**config.mk**
```make
export PLATFORM = sky130hd
export DESIGN_NAME = riscv_mem_arbiter
export DESIGN_NICKNAME = d
export VERILOG_FILES = /design/src/rtl/riscv_mem_arbiter.sv
export SDC_FILE = /design/constraint.sdc
export NUM_CORES = 1
export LEC_CHECK = 0
export BUFFER_PORTS_ARGS = -buffer_cell sky130_fd_sc_hd__clkbuf_2
export CAP_MARGIN = 40
export CORE_ASPECT_RATIO = 1.75
export CORE_MARGIN = 2
export CORE_UTILIZATION = 39
export CTS_CLUSTER_DIAMETER = 30
export DETAILED_ROUTE_END_ITERATION = 8
export PLACE_DENSITY = 0.81
export SLEW_MARGIN = 20
export SYNTH_ARGS = -nofsm -noshare
export SYNTH_HDL_FRONTEND = slang
export SYNTH_SLANG_ARGS = --single-unit
export TNS_END_PERCENT = 10
```
**constraint.sdc**
```tcl
create_clock -name clk_i -period 3.52 [get_ports clk_i]
set_input_delay 0.528 -clock clk_i [delete_from_list [all_inputs] [get_ports clk_i]]
set_output_delay 0.528 -clock clk_i [all_outputs]
set_load 0.05 [all_outputs]
```
**src/rtl/riscv_mem_arbiter.sv**
```systemverilog
// Shares one memory port between instruction fetch and the LSU: one outstanding transaction, data-first with a starvation guard.
// Optional response timeout is built when MEM_ARB_TIMEOUT_EN is defined.
module riscv_mem_arbiter #(
  parameter int unsigned STARVE_LIMIT   = 4,
  parameter int unsigned TIMEOUT_CYCLES = 255
) (
  input  logic        clk_i,
  input  logic        rst_i,
  input  logic        inst_rd_i,
  input  logic [31:0] inst_addr_i,
  output logic        inst_accept_o,
  output logic        inst_valid_o,
  output logic [31:0] inst_data_o,
  output logic        inst_error_o,
  input  logic        data_rd_i,
  input  logic [3:0]  data_wr_i,
  input  logic [31:0] data_addr_i,
  input  logic [31:0] data_wdata_i,
  output logic        data_accept_o,
  output logic        data_valid_o,
  output logic [31:0] data_rdata_o,
  output logic        data_error_o,
  output logic        mem_rd_o,
  output logic [3:0]  mem_wr_o,
  output logic [31:0] mem_addr_o,
  output logic [31:0] mem_wdata_o,
  input  logic        mem_accept_i,
  input  logic        mem_ack_i,
  input  logic [31:0] mem_rdata_i,
  input  logic        mem_error_i
);

  if (STARVE_LIMIT == 0 || STARVE_LIMIT > 15) begin : g_bad_starve_limit
    $error("riscv_mem_arbiter: STARVE_LIMIT must be 1..15");
  end
  if (TIMEOUT_CYCLES == 0 || TIMEOUT_CYCLES > 65535) begin : g_bad_timeout
    $error("riscv_mem_arbiter: TIMEOUT_CYCLES must be 1..65535");
  end

  localparam logic [3:0] STARVE_MAX = 4'(STARVE_LIMIT);

  typedef enum logic [1:0] {ST_IDLE, ST_REQ, ST_RESP} state_t;

  state_t      state_q, state_d;
  logic [3:0]  starve_q, starve_d;
  logic [31:0] addr_q, addr_d;
  logic [31:0] wdata_q, wdata_d;
  logic [3:0]  strb_q, strb_d;
  logic        tag_q, tag_d;
  logic        inst_valid_q, inst_valid_d;
  logic        inst_error_q, inst_error_d;
  logic [31:0] inst_data_q, inst_data_d;
  logic        data_valid_q, data_valid_d;
  logic        data_error_q, data_error_d;
  logic [31:0] data_rdata_q, data_rdata_d;

  logic data_req;
  logic inst_win;
  logic data_win;
  logic req_active;
  logic timeout_hit;

`ifdef MEM_ARB_TIMEOUT_EN
  localparam logic [15:0] TMO_MAX = 16'(TIMEOUT_CYCLES);
  logic [15:0] tmo_q, tmo_d;

  // An ack arriving on the expiry cycle still completes normally.
  assign timeout_hit = (tmo_q == TMO_MAX) &&
                       ((state_q == ST_REQ) || (state_q == ST_RESP && !mem_ack_i));

  always_comb begin
    tmo_d = tmo_q;
    if (inst_win || data_win) begin
      tmo_d = '0;
    end else if (state_q != ST_IDLE) begin
      tmo_d = tmo_q + 16'd1;
    end
  end

  always_ff @(posedge clk_i) begin
    if (rst_i) begin
      tmo_q <= '0;
    end else begin
      tmo_q <= tmo_d;
    end
  end
`else
  assign timeout_hit = 1'b0;
`endif

  // Data normally wins; inst overrides once the data streak hits the limit.
  assign data_req   = data_rd_i || (data_wr_i != 4'd0);
  assign inst_win   = !rst_i && (state_q == ST_IDLE) && inst_rd_i &&
                      (!data_req || (starve_q == STARVE_MAX));
  assign data_win   = !rst_i && (state_q == ST_IDLE) && data_req && !inst_win;
  assign req_active = (state_q == ST_REQ) && !timeout_hit;

  assign inst_accept_o = inst_win;
  assign data_accept_o = data_win;
  assign mem_rd_o      = req_active && (strb_q == 4'd0);
  assign mem_wr_o      = req_active ? strb_q : 4'd0;
  assign mem_addr_o    = addr_q;
  assign mem_wdata_o   = wdata_q;
  assign inst_valid_o  = inst_valid_q;
  assign inst_error_o  = inst_error_q;
  assign inst_data_o   = inst_data_q;
  assign data_valid_o  = data_valid_q;
  assign data_error_o  = data_error_q;
  assign data_rdata_o  = data_rdata_q;

  always_comb begin
    state_d      = state_q;
    starve_d     = starve_q;
    addr_d       = addr_q;
    wdata_d      = wdata_q;
    strb_d       = strb_q;
    tag_d        = tag_q;
    inst_valid_d = 1'b0;
    inst_error_d = inst_error_q;
    inst_data_d  = inst_data_q;
    data_valid_d = 1'b0;
    data_error_d = data_error_q;
    data_rdata_d = data_rdata_q;

    case (state_q)
      ST_IDLE: begin
        if (inst_win) begin
          state_d  = ST_REQ;
          starve_d = 4'd0;
          addr_d   = inst_addr_i;
          wdata_d  = 32'd0;
          strb_d   = 4'd0;
          tag_d    = 1'b0;
        end else if (data_win) begin
          state_d  = ST_REQ;
          starve_d = inst_rd_i ? (starve_q + 4'd1) : 4'd0;
          addr_d   = data_addr_i;
          wdata_d  = data_wdata_i;
          strb_d   = data_wr_i;  // nonzero strobes make a combined rd+wr a write
          tag_d    = 1'b1;
        end
      end
      ST_REQ: begin
        if (mem_accept_i) begin
          state_d = ST_RESP;
        end
      end
      ST_RESP: begin
        if (mem_ack_i) begin
          state_d = ST_IDLE;
          if (tag_q) begin
            data_valid_d = 1'b1;
            data_error_d = mem_error_i;
            data_rdata_d = (strb_q != 4'd0) ? 32'd0 : mem_rdata_i;
          end else begin
            inst_valid_d = 1'b1;
            inst_error_d = mem_error_i;
            inst_data_d  = mem_rdata_i;
          end
        end
      end
      default: state_d = ST_IDLE;
    endcase

    if (timeout_hit) begin
      state_d = ST_IDLE;
      if (tag_q) begin
        data_valid_d = 1'b1;
        data_error_d = 1'b1;
        data_rdata_d = 32'd0;
      end else begin
        inst_valid_d = 1'b1;
        inst_error_d = 1'b1;
        inst_data_d  = 32'd0;
      end
    end
  end

  always_ff @(posedge clk_i) begin
    if (rst_i) begin
      state_q      <= ST_IDLE;
      starve_q     <= 4'd0;
      addr_q       <= 32'd0;
      wdata_q      <= 32'd0;
      strb_q       <= 4'd0;
      tag_q        <= 1'b0;
      inst_valid_q <= 1'b0;
      inst_error_q <= 1'b0;
      inst_data_q  <= 32'd0;
      data_valid_q <= 1'b0;
      data_error_q <= 1'b0;
      data_rdata_q <= 32'd0;
    end else begin
      state_q      <= state_d;
      starve_q     <= starve_d;
      addr_q       <= addr_d;
      wdata_q      <= wdata_d;
      strb_q       <= strb_d;
      tag_q        <= tag_d;
      inst_valid_q <= inst_valid_d;
      inst_error_q <= inst_error_d;
      inst_data_q  <= inst_data_d;
      data_valid_q <= data_valid_d;
      data_error_q <= data_error_d;
      data_rdata_q <= data_rdata_d;
    end
  end

endmodule

```
* Yosys cells after proc, flatten, opt, wreduce, memory -nomap -nowiden *
Cells that the tools add are included.

cells by class
  multiplexer cells = 20
  eq/ne operators = 6
  bitwise gates (word level) = 3
  reduce and logical (&&, ||, !) cells = 21
  add/subtract/negate cells = 1

operators with widths
  cell                   number
  $mux W32               5
  $mux W4                6
  $reduce_and A3 Y1      3
  $mux W2                4
  $reduce_bool A4 Y1     2
  $logic_and A1 B1 Y1    6
  $pmux W2 S3            1
  $add A4 B1 Y4 const B  1
  $eq A4 B3 Y1 const B   1
  $logic_not A4 Y1       1
  $mux W1                4
  $ne A2 B2 Y1 const B   2
  $logic_not A1 Y1       3
  $ne A3 B3 Y1 const B   1
  $not A1 Y1             3
  $reduce_or A3 Y1       1
  $eq A2 B1 Y1 const B   1
  $eq A2 B2 Y1 const B   1
  $logic_not A2 Y1       1
  $logic_or A1 B1 Y1     2
  $reduce_and A2 Y1      1
  $reduce_bool A2 Y1     1

storage, ports and cells
  bits of input ports = 139
  logic and storage cells = 63
  output and inout port bits = 139
  register bits = 143

* Logic depth before layout (Yosys ltp) *
Gate-level depths: netlist of the first run.

  word-level depth = 10
  gate-level depth with buffers = 8
  depth with buffers taken out = 6

* Least setup slack after synthesis of the first run *
Ideal clock, no wire load.

  kind = in2out
  from = in data_wr_i[1]
  to = out inst_accept_o
  path buffers = 3
  arrival = 2.379 ns
  path slack = 0.613 ns
  data required time = 2.992 ns
  stages = 6
  cell sequence = or4_1 buf_2 o22a_1 buf_2 buf_2 nor2_1

on the way
  longest elaborated chain between the ends = 5

ends and longest elaborated chain
  what                 line  RTL
  start, declared      16    input logic [3:0] data_wr_i,
  $reduce_bool A4 Y1   92    assign data_req = data_rd_i || (data_wr_i != 4'd0);
  $logic_or A1 B1 Y1   92
  $logic_not A1 Y1     94    (!data_req || (starve_q == STARVE_MAX));
  $logic_or A1 B1 Y1   94
  $logic_and A1 B1 Y1  93    assign inst_win = !rst_i && (state_q == ST_IDLE) && inst_rd_i &&
  end, declared        11    output logic inst_accept_o,

No other way between the ends.

* Worst setup path after layout of the first run *
  from = in data_wr_i[1]
  to = out data_accept_o

on the way
  longest elaborated chain between the ends = 7
  elaborated cells on any way between the ends = 8
  classes of those cells = 8 x reduce/logical

ends and longest elaborated chain
  what                   line  RTL
  $reduce_bool A4 Y1 *   92
  $logic_or A1 B1 Y1 *   92
  $logic_not A1 Y1       94
  $logic_or A1 B1 Y1     94
  $logic_and A1 B1 Y1    93
  $logic_not A1 Y1       95    assign data_win = !rst_i && (state_q == ST_IDLE) && data_req && !inst_win;
  $logic_and A1 B1 Y1 *  95
  end, declared          19    output logic data_accept_o,

Mark *: on every way between the ends. The rest lies on a longest branch, timed or not.

==> results.sh, run 1 <==
export IMPL_viasPerCell=5.22
export IMPL_drt_pass1_iterations=4
export IMPL_rows=57
export IMPL_die_area_um2=15000
export IMPL_routed_wl_mm=16.7
export IMPL_fp_dieW_um=93.4
export IMPL_synth_edff_count=0
export IMPL_final_setup_viol_count=0
export IMPL_wl_per_cell_um=15.7
export IMPL_worstSkewPairLatency_ns=0.40
export IMPL_antenna_left=0
export IMPL_path_max_fanout=31
export IMPL_clock_skew_ns=0.00910
export IMPL_drc=0
export IMPL_leakage_uw=0.00334
export IMPL_htreeDepth=4
export IMPL_grt_max_degree=74
export IMPL_post_cts_buffers=0
export IMPL_slew_headroom_pct=48.6
export IMPL_pin_count=278
export IMPL_powerDensity_nw_per_um2=599
export IMPL_rsz0062_at_grt="no"
export IMPL_global_route_overflow_total=0
export IMPL_crit_path_start_kind="input port"
export IMPL_start_util_pct=39.6
export IMPL_synthArstFlopShare_pct=0
export IMPL_avgSynthCellArea_um2=8.69
export IMPL_synth_seq_cells=143
export IMPL_hold_buffers=0
export IMPL_cp_arrival_ns=2.47
export IMPL_cts_root_buffer="clkbuf_16"
export IMPL_finalCritPeriodShare_pct=85.2
export IMPL_clockBufferDepth=2
export IMPL_dpl_cell_area_um2=6940
export IMPL_grt_pass1_wl_mm=25.9
export IMPL_portBuffers=277
export IMPL_core_area_um2=13800
export IMPL_worst_slew_pin_slew_ns=0.771
export IMPL_finalCriticalPeriod_ns=3.00
export IMPL_clk_transition_reported_paths_ns=0.06
export IMPL_fin_nets=1015
export IMPL_hold_class="input port to flop"
export IMPL_netlist_area_um2=5450
export IMPL_yosysSeqAreaShare_pct=52.5
export IMPL_synth_nets=768
export IMPL_die_height_um=160
export IMPL_layout_drive_gt1_share_pct=37.4
export IMPL_antenna_found_initial=0
export IMPL_status="finished, final reports clean"
export IMPL_cts_tree="done"
export IMPL_tns_ns=0
export IMPL_cts_resized=0
export IMPL_synth_top_flop_cell="dfxtp_1"
export IMPL_grt_pass1_vias=5298
export IMPL_maxCapViolCount=0
export IMPL_worst_setup_path_type="input port to primary output"
export IMPL_fmax_mhz=333
export IMPL_synth_distinct_cells=36
export IMPL_design_area_um2=7590
export IMPL_worstPathRequired_ns=2.99
export IMPL_syn_to_final_growth_pct=39.2
export IMPL_vias=5548
export IMPL_p_total_uw=4540
export IMPL_finalHoldViolCount=0
export IMPL_diodes=0
export IMPL_drtIter0Drc=213
export IMPL_ir_drop_mv=0.350
export IMPL_cts_sinks=143
export IMPL_maxSlewViolCount=0
export IMPL_numCtsBuffers=17
export IMPL_grt_usage_pct=21.5
export IMPL_yosysWarnings=0
export IMPL_worst_setup_path_end_kind="primary output"
export IMPL_gp_congestion=0.798
export IMPL_synth_cells=627
export IMPL_dp_hpwl_mm=11.8
cell type report:
class / instances / area, um2
fill: 1275 / 6180
sequential: 143 / 2860
multi-input combinational: 419 / 2330
timing repair buffer: 290 / 1510
clock buffer: 17 / 425
clock inverter: 14 / 226
tap: 177 / 221
inverter: 3 / 11.3
cells in the final DEF (no fill, tap or decap), types with 3 or more instances in the layout:
master,Yosys,routed
inv_1,3,3
clkbuf_16,0,17
o21ai_0,33,33
inv_6,0,5
nand3_1,7,7
a311oi_1,5,5
a22o_1,32,32
bufinv_16,0,5
nand4b_1,3,3
dfxtp_1,143,143
or4_1,3,3
a31oi_1,29,29
and2_1,5,5
buf_4,2,12
nand2_1,118,117
a21oi_1,71,71
o211ai_1,26,26
nor2_1,41,40
a211oi_1,27,27
clkbuf_2,0,276
cell usage after synthesis (2+ instances only):
cell type | instances | area share [%]
a211oi_1 | 27 | 3.7
a21oi_1 | 71 | 6.5
a22o_1 | 32 | 5.1
a311oi_1 | 5 | 0.80
a31oi_1 | 29 | 3.3
and2_1 | 5 | 0.57
buf_1 | 5 | 0.34
buf_2 | 18 | 1.7
buf_4 | 2 | 0.28
clkbuf_1 | 37 | 2.5
dfxtp_1 | 143 | 53
ha_1 | 2 | 0.46
inv_1 | 3 | 0.21
nand2_1 | 118 | 8.1
nand3_1 | 7 | 0.64
nand4b_1 | 3 | 0.48
nor2_1 | 41 | 2.8
nor2b_1 | 2 | 0.23
o211ai_1 | 26 | 3.6
o21ai_0 | 33 | 3.0
or4_1 | 3 | 0.41
final timing paths:
check	from	to	slack, ns	cells past startpoint
hold reg to reg	inst_data_o[8]	inst_data_o[8]	0.45	2
setup reg to reg	state_q[1]	mem_wdata_o[27]	1.23	5
setup / recovery	data_wr_i[1]	data_accept_o	0.52	6
hold / removal	mem_accept_i	state_q[0]	0.33	2
per-stage QoR:
| stage | util, % | worst slack, ns | hold WS [ns] | instances |
|---|---|---|---|---|
| global route | 55.1 | 0.407 | 0.311 | 1063 |
| CTS | 55.1 | 0.504 | 0.311 | 1063 |
| floorplan | - | 0.613 | 0.439 | 627 |
| finish | 55.1 | 0.520 | 0.328 | 1063 |
| global placement | 50.4 | 0.503 | 0.442 | 1032 |
| detailed placement | 50.4 | 0.506 | 0.446 | 1032 |
cell families (layout without fill, tap and decap cells):
kind of cell	count (synthesis)	in the layout	share of synthesized area, %
compound gates	231	231	27.8
simple gates	185	185	14.0
flops	143	143	52.5
buf+inv	65	324	5.03
fa+ha+maj	2	2	0.459
mux	1	1	0.184
per-layer routing:
metal / track usage [%] / vias to the layer above / wire (um)
li1: - / 2731 / -
met1: 24.7 / 2551 / 6430
met2: 37.3 / 228 / 8750
met3: 4.27 / 38 / 947
met4: 10.8 / 0 / 569
met5: 0 / - / 0
critical path, cell delays in order:
cell and delay [ns]:
clkbuf_2 0.09, or4_1 0.67, o22a_2 0.49, o21ai_0 0.37, inv_1 0.07, clkbuf_2 0.25
where the power goes:
group          leakage [uW]  total [uW]  internal (uW)  switching [uW]
Combinational       0.00186         792            217             575
Sequential          0.00116        1760           1710            50.2
Clock              0.000311        1990           1270             725
Total               0.00334        4540           3190            1350
flip-flops by register name, indices dropped and copies added, names as in the netlist, 2 cells and up:
signal        count
state_q           2
inst_data_o      32
strb_q            4
mem_addr_o       32
mem_wdata_o      32
data_rdata_o     32
starve_q          4
Power figures use the tool's default switching activity.
==> run 2, diff against run 1 <==
--- a/config.mk
+++ b/config.mk
@@ -12,7 +12,7 @@
 export CORE_UTILIZATION = 39
 export CTS_CLUSTER_DIAMETER = 30
 export DETAILED_ROUTE_END_ITERATION = 8
-export PLACE_DENSITY = 0.81
+export PLACE_DENSITY = 0.79
 export SLEW_MARGIN = 20
 export SYNTH_ARGS = -nofsm -noshare
 export SYNTH_HDL_FRONTEND = slang
==> run 2 against run 1 <==
Global-route usage rose by 0.28 points; clock-buffer cell count rose by 3; worst setup slack improved by 0.24 ns; clock skew rose by 0.0025 ns; combinational power fell by 0.8%; sequential cell count did not move; routed wire length fell by 0.66%; hold slack improved by 0.0095 ns; power fell by 3.6%; non-clock buffer count rose by 1; cell count rose by 0.19%; critical path type unchanged.
==> results.sh, run 2 (synthesized netlist as in run 1, its figures left out) <==
export IMPL_min_delay_start="data_wdata_i[24]"
export IMPL_seqCellArea_um2=2860
export IMPL_drtIter0Drc=212
export IMPL_whs_ns=0.337
export IMPL_syn_to_final_growth_pct=38.4
export IMPL_critical_path_cell_chain="clkbuf_2, or4_1, o22a_2, buf_4, nor2_1, clkbuf_2"
export IMPL_gp_congestion=0.827
export IMPL_path_max_fanout=28
export IMPL_portBuffers=277
export IMPL_pin_count=278
export IMPL_worst_setup_path_end_kind="primary output"
export IMPL_vias=5486
export IMPL_min_to="mem_wdata_o[24]"
export IMPL_antenna_found_initial=0
export IMPL_post_cts_buffers=0
export IMPL_maxSlewViolCount=0
export IMPL_most_common_layout_cells="clkbuf_2 (276), dfxtp_1 (143), nand2_1 (117), a21oi_1 (71), nor2_1 (40)"
export IMPL_r2r_start="state_q[1]"
export IMPL_grt_usage_pct=21.8
export IMPL_clockBufferDepth=2
export IMPL_fin_nets=1016
export IMPL_die_area_um2=15000
export IMPL_fp_dieW_um=93.4
export IMPL_worst_setup_path_type="input port to primary output"
export IMPL_layout_drive_gt1_share_pct=37.3
export IMPL_finalCriticalPeriod_ns=2.76
export IMPL_global_route_overflow_total=0
export IMPL_r2r_slack_ns=1.38
export IMPL_drc=0
export IMPL_core_area_um2=13800
export IMPL_cts_resized=0
export IMPL_cts_root_buffer="clkbuf_16"
export IMPL_numCtsBuffers=17
export IMPL_grt_pass1_vias=5237
export IMPL_r2r_cells=5
export IMPL_cts_tree="done"
export IMPL_rsz0062_at_grt="no"
export IMPL_worst_slew_pin_slew_ns=0.744
export IMPL_multiInputGateArea_um2=2330
export IMPL_powerDensity_nw_per_um2=581
export IMPL_status="finished, final reports clean"
export IMPL_r2r_end="mem_wdata_o[30]"
export IMPL_crit_path_start_kind="input port"
export IMPL_routed_wl_mm=16.6
export IMPL_path_delay_family="simple AND/OR/NAND/NOR gates"
export IMPL_rows=57
export IMPL_die_height_um=160
export IMPL_drt_pass1_iterations=4
export IMPL_crit_path_frequent_cell="clkbuf_2"
export IMPL_ir_drop_mv=0.338
export IMPL_cp_slowest_cell="or4_1"
export IMPL_hold_buffers=0
export IMPL_leakage_uw=0.00331
export IMPL_grt_pass1_wl_mm=26.1
export IMPL_wl_per_cell_um=15.6
export IMPL_clock_skew_ns=0.0116
export IMPL_path_buf_inv=3
export IMPL_diodes=0
export IMPL_worstPathRequired_ns=2.99
export IMPL_worstSkewPairLatency_ns=0.41
export IMPL_viasPerCell=5.15
export IMPL_fill_cells=1311
export IMPL_htreeDepth=4
export IMPL_cpPeakStageDelay_ns=0.67
export IMPL_dp_hpwl_mm=11.8
export IMPL_final_setup_viol_count=0
export IMPL_finalCritPeriodShare_pct=78.3
export IMPL_hold_class="input port to flop"
export IMPL_grt_max_degree=74
export IMPL_slew_headroom_pct=50.4
export IMPL_antenna_left=0
export IMPL_fmax_mhz=363
export IMPL_start_util_pct=39.6
export IMPL_finalHoldViolCount=0
export IMPL_maxCapViolCount=0
export IMPL_min_delay_path_depth=3
export IMPL_clk_transition_reported_paths_ns=0.06
export IMPL_cts_sinks=143
export IMPL_cp_arrival_ns=2.23
export IMPL_tns_ns=0
export IMPL_layout_commonest_cell="clkbuf_2"
-- run 2: tightest hold or removal path, delay by kind of cell --
family | cells | cell delay [ns]
buf+inv | 1 | 0.08
compound gates | 1 | 0.05
simple gates | 1 | 0.04
-- run 2: worst max-delay path by stage --
stage	depth (start not counted)	from	slack [ns]	end
floorplan	6	data_wr_i[1]	0.61	inst_accept_o
global placement	6	data_wr_i[1]	0.80	inst_accept_o
detailed placement	6	data_wr_i[1]	0.78	inst_accept_o
CTS	6	data_wr_i[1]	0.78	inst_accept_o
global route	6	data_wr_i[1]	0.68	inst_accept_o
finish	6	data_wr_i[1]	0.76	inst_accept_o
-- run 2: through the flow --
stage	setup slack, ns	utilization, %	std cells	cell area [um2]	total power (uW)
floorplan	0.613	-	627	5450	2340
global placement	0.803	50.2	1032	6910	2570
detailed placement	0.777	50.4	1033	6940	2580
CTS	0.777	54.8	1065	7540	4420
global route	0.678	54.8	1065	7540	4560
finish	0.764	54.8	1065	7540	4380
-- run 2: per-layer routing --
| metal | global-route usage, % | share of wire, % |
|---|---|---|
| met5 | 0 | 0 |
| met4 | 9.09 | 2.7 |
| met3 | 4.97 | 5.1 |
| met2 | 38.5 | 53 |
| met1 | 24.8 | 40 |
-- run 2: cell type report --
cell class / count / share of cell area [%]
well taps: 177 / 2.94
clock inverters: 12 / 2.09
repair buffers: 291 / 20.1
flip-flops and latches: 143 / 37.9
multi-input cells: 419 / 30.9
inverters: 3 / 0.149
clock buffers: 20 / 5.92
-- run 2: where the power goes --
part / internal (uW) / total (uW) / switching [uW]
Combinational: 214 / 786 / 572
Sequential: 1710 / 1760 / 49.9
Clock: 1140 / 1840 / 697
Total: 3060 / 4380 / 1320
==> run 3, diff against run 2 <==
--- a/config.mk
+++ b/config.mk
@@ -5,6 +5,7 @@
 export SDC_FILE = /design/constraint.sdc
 export NUM_CORES = 1
 export LEC_CHECK = 0
+export ABC_AREA = 1
 export BUFFER_PORTS_ARGS = -buffer_cell sky130_fd_sc_hd__clkbuf_2
 export CAP_MARGIN = 40
 export CORE_ASPECT_RATIO = 1.75
@@ -12,7 +13,7 @@
 export CORE_UTILIZATION = 39
 export CTS_CLUSTER_DIAMETER = 30
 export DETAILED_ROUTE_END_ITERATION = 8
-export PLACE_DENSITY = 0.79
+export PLACE_DENSITY = 0.81
 export SLEW_MARGIN = 20
 export SYNTH_ARGS = -nofsm -noshare
 export SYNTH_HDL_FRONTEND = slang
==> constraint.sdc (replaced) <==
create_clock -name clk_i -period 2.5 [get_ports clk_i]
set_input_delay 0.375 -clock clk_i [delete_from_list [all_inputs] [get_ports clk_i]]
set_output_delay 0.375 -clock clk_i [all_outputs]
set_load 0.05 [all_outputs]
==> run 3 against run 2 <==
Via count rose by 14%; clock power increased by 29%; cell count up 18%; worst setup slack worse by 0.50 ns; sequential share of layout area shrank 1.7 points; register-to-register slack got worse by 0.75 ns; critical path depth up 2; highest routed layer unchanged.
==> results.sh, run 3 <==
export IMPL_yosysWarnings=0
export IMPL_synthMuxAreaShare_pct=0
export IMPL_tns_ns=0
export IMPL_finalCritPeriodShare_pct=89.6
export IMPL_grt_usage_pct=20.1
export IMPL_r2r_start="state_q[0]"
export IMPL_post_cts_buffers=0
export IMPL_cts_root_buffer="clkbuf_16"
export IMPL_synth_distinct_cells=25
export IMPL_seqCellArea_um2=2860
export IMPL_synth_adder_area_share_pct=0.424
export IMPL_worstPathRequired_ns=2.12
export IMPL_yosys_area_top_type_share_pct=48.5
export IMPL_fp_dieW_um=97.0
export IMPL_drc=0
export IMPL_avgSynthCellArea_um2=7.25
export IMPL_hold_buffers=0
export IMPL_routed_wl_mm=16.9
export IMPL_numCtsBuffers=17
export IMPL_fin_nets=1200
export IMPL_global_route_overflow_total=0
export IMPL_status="finished, final reports clean"
export IMPL_path_buf_inv=3
export IMPL_critical_path_cell_chain="inv_1, ha_1, nand3_1, nand2_2, nand2_1, nand2_1, inv_1, clkbuf_2"
export IMPL_cp_arrival_ns=1.87
export IMPL_synth_top_family_by_area="simple AND/OR/NAND/NOR gates"
export IMPL_drt_pass1_iterations=6
export IMPL_dp_hpwl_mm=12.0
export IMPL_cts_sinks=143
export IMPL_layout_drive_gt1_share_pct=31.4
export IMPL_fill_cells=1455
export IMPL_cp_slowest_cell="dfxtp_1"
export IMPL_min_delay_start="mem_rdata_i[17]"
export IMPL_gp_congestion=0.868
export IMPL_pin_count=278
export IMPL_synth_common_cells="nor2_1 (160), nand3_1 (150), dfxtp_1 (143)"
export IMPL_portBuffers=277
export IMPL_finalHoldViolCount=0
export IMPL_antenna_found_initial=0
export IMPL_powerDensity_nw_per_um2=791
export IMPL_yosys_area_share_simple_pct=28.8
export IMPL_worst_setup_path_end_kind="primary output"
export IMPL_drtIter0Drc=224
export IMPL_finalCriticalPeriod_ns=2.24
export IMPL_slew_headroom_pct=58.8
export IMPL_synth_largest_area_cell="dfxtp_1"
export IMPL_syn_to_final_growth_pct=33.8
export IMPL_antenna_left=0
export IMPL_clockBufferDepth=2
export IMPL_synth_cells=814
export IMPL_synth_most_common_cell="nor2_1"
export IMPL_die_area_um2=16200
export IMPL_hold_class="input port to flop"
export IMPL_dpl_cell_area_um2=7340
export IMPL_most_common_layout_cells="clkbuf_2 (277), nor2_1 (160), nand3_1 (150), dfxtp_1 (143), o21ai_0 (94)"
export IMPL_cts_resized=0
export IMPL_yosys_top_cells_area="dfxtp_1 (49%), nand3_1 (13%), nor2_1 (10%)"
export IMPL_p_total_uw=6240
export IMPL_core_area_um2=14800
export IMPL_final_setup_viol_count=0
export IMPL_synth_compound_area_share_pct=13.2
export IMPL_synth_xor_area_share_pct=0.148
export IMPL_synth_nets=955
export IMPL_path_max_fanout=5
export IMPL_ir_drop_mv=0.407
export IMPL_layout_commonest_cell="clkbuf_2"
export IMPL_synth_seq_cells=143
export IMPL_wl_per_cell_um=13.4
export IMPL_whs_ns=0.203
export IMPL_die_height_um=167
export IMPL_netlist_area_um2=5900
export IMPL_synth_edff_count=0
export IMPL_htreeDepth=4
export IMPL_grt_max_degree=66
export IMPL_worst_slew_pin_slew_ns=0.618
export IMPL_yosysSeqAreaShare_pct=48.5
export IMPL_path_delay_family="simple AND/OR/NAND/NOR gates"
export IMPL_grt_pass1_wl_mm=27.2
export IMPL_rows=59
export IMPL_worstSkewPairLatency_ns=0.41
export IMPL_synth_top_flop_cell="dfxtp_1"
export IMPL_design_area_um2=7890
export IMPL_multiInputGateArea_um2=2530
export IMPL_cts_tree="done"
export IMPL_cpPeakStageDelay_ns=0.40
export IMPL_clk_transition_reported_paths_ns=0.06
export IMPL_vias=6241
export IMPL_clock_skew_ns=0.0104
export IMPL_viasPerCell=4.97
export IMPL_cp_startpoint="starve_q[0]"
export IMPL_fmax_mhz=446
export IMPL_diodes=0
export IMPL_worst_setup_path_type="flop to primary output"
export IMPL_maxSlewViolCount=0
export IMPL_crit_path_start_kind="flop"
export IMPL_start_util_pct=39.8
export IMPL_rsz0062_at_grt="no"
export IMPL_leakage_uw=0.00404
export IMPL_synthArstFlopShare_pct=0
export IMPL_grt_pass1_vias=5725
export IMPL_maxCapViolCount=0
-- run 3: cell count changes after synthesis, sizes merged, moves of 12 or more --
cell    delta
a211oi    -27
a21oi     -13
a22o      -32
a31oi     -28
buf       +12
inv       +53
nand2     -40
nand3    +144
nor2     +122
o211ai    -26
o21ai     +62
-- run 3: path summary, 6_finish.rpt --
kind	cells after the start	slack, ns	to
worst min register to register	2	0.47	data_rdata_o[8]
worst max register to register	8	0.63	mem_addr_o[30]
worst min-delay path	3	0.20	data_rdata_o[17]
worst max-delay path	8	0.26	data_accept_o
-- run 3: layout make-up --
type / instances / share of cell area [%]
sequential: 143 / 36.3
multi-input combinational: 551 / 32.0
timing repair buffer: 290 / 19.1
clock buffer: 18 / 5.44
tap: 183 / 2.90
inverter: 56 / 2.66
clock inverter: 14 / 1.59
-- run 3: power breakdown --
group	internal, uW	switching (uW)	leakage (uW)	total [uW]
Clock	1310	1060	0.000260	2370
Combinational	341	1010	0.00262	1350
Sequential	2440	85.1	0.00117	2520
Total	4090	2160	0.00404	6240
-- run 3: worst register-to-register path, delay by kind of cell (launching register included) --
kind                   cells  cell delay [ns]
and+or+nand+nor            4             0.55
DFF                        1             0.34
buffers and inverters      3             0.69
AOI/OAI and AO/OA          1             0.18
-- run 3: logic make-up (layout without fill, tap and decap cells) --
family | count (synthesis) | in the layout
buffers and inverters | 120 | 378
AND/OR/NAND/NOR | 393 | 393
flip-flops | 143 | 143
AO/OA/AOI/OAI | 155 | 155
XOR/XNOR | 1 | 1
adder cells (fa/ha/maj) | 2 | 2
-- run 3: routing by layer --
layer | vias up | global-route usage (%) | wire length (um)
met2 | 224 | 36.0 | 8630
met3 | 27 | 3.57 | 857
met1 | 2834 | 23.5 | 7010
met5 | - | 0 | 0
li1 | 3156 | - | -
met4 | 0 | 8.02 | 367
-- run 3: metrics by stage --
step / std cells / worst slack, ns / util (%)
after floorplan: 814 / 0.462 / -
after global placement: 1223 / 0.456 / 49.4
after detailed placement: 1223 / 0.398 / 49.4
after CTS: 1255 / 0.251 / 53.2
after global routing: 1255 / 0.124 / 53.2
final: 1255 / 0.259 / 53.2
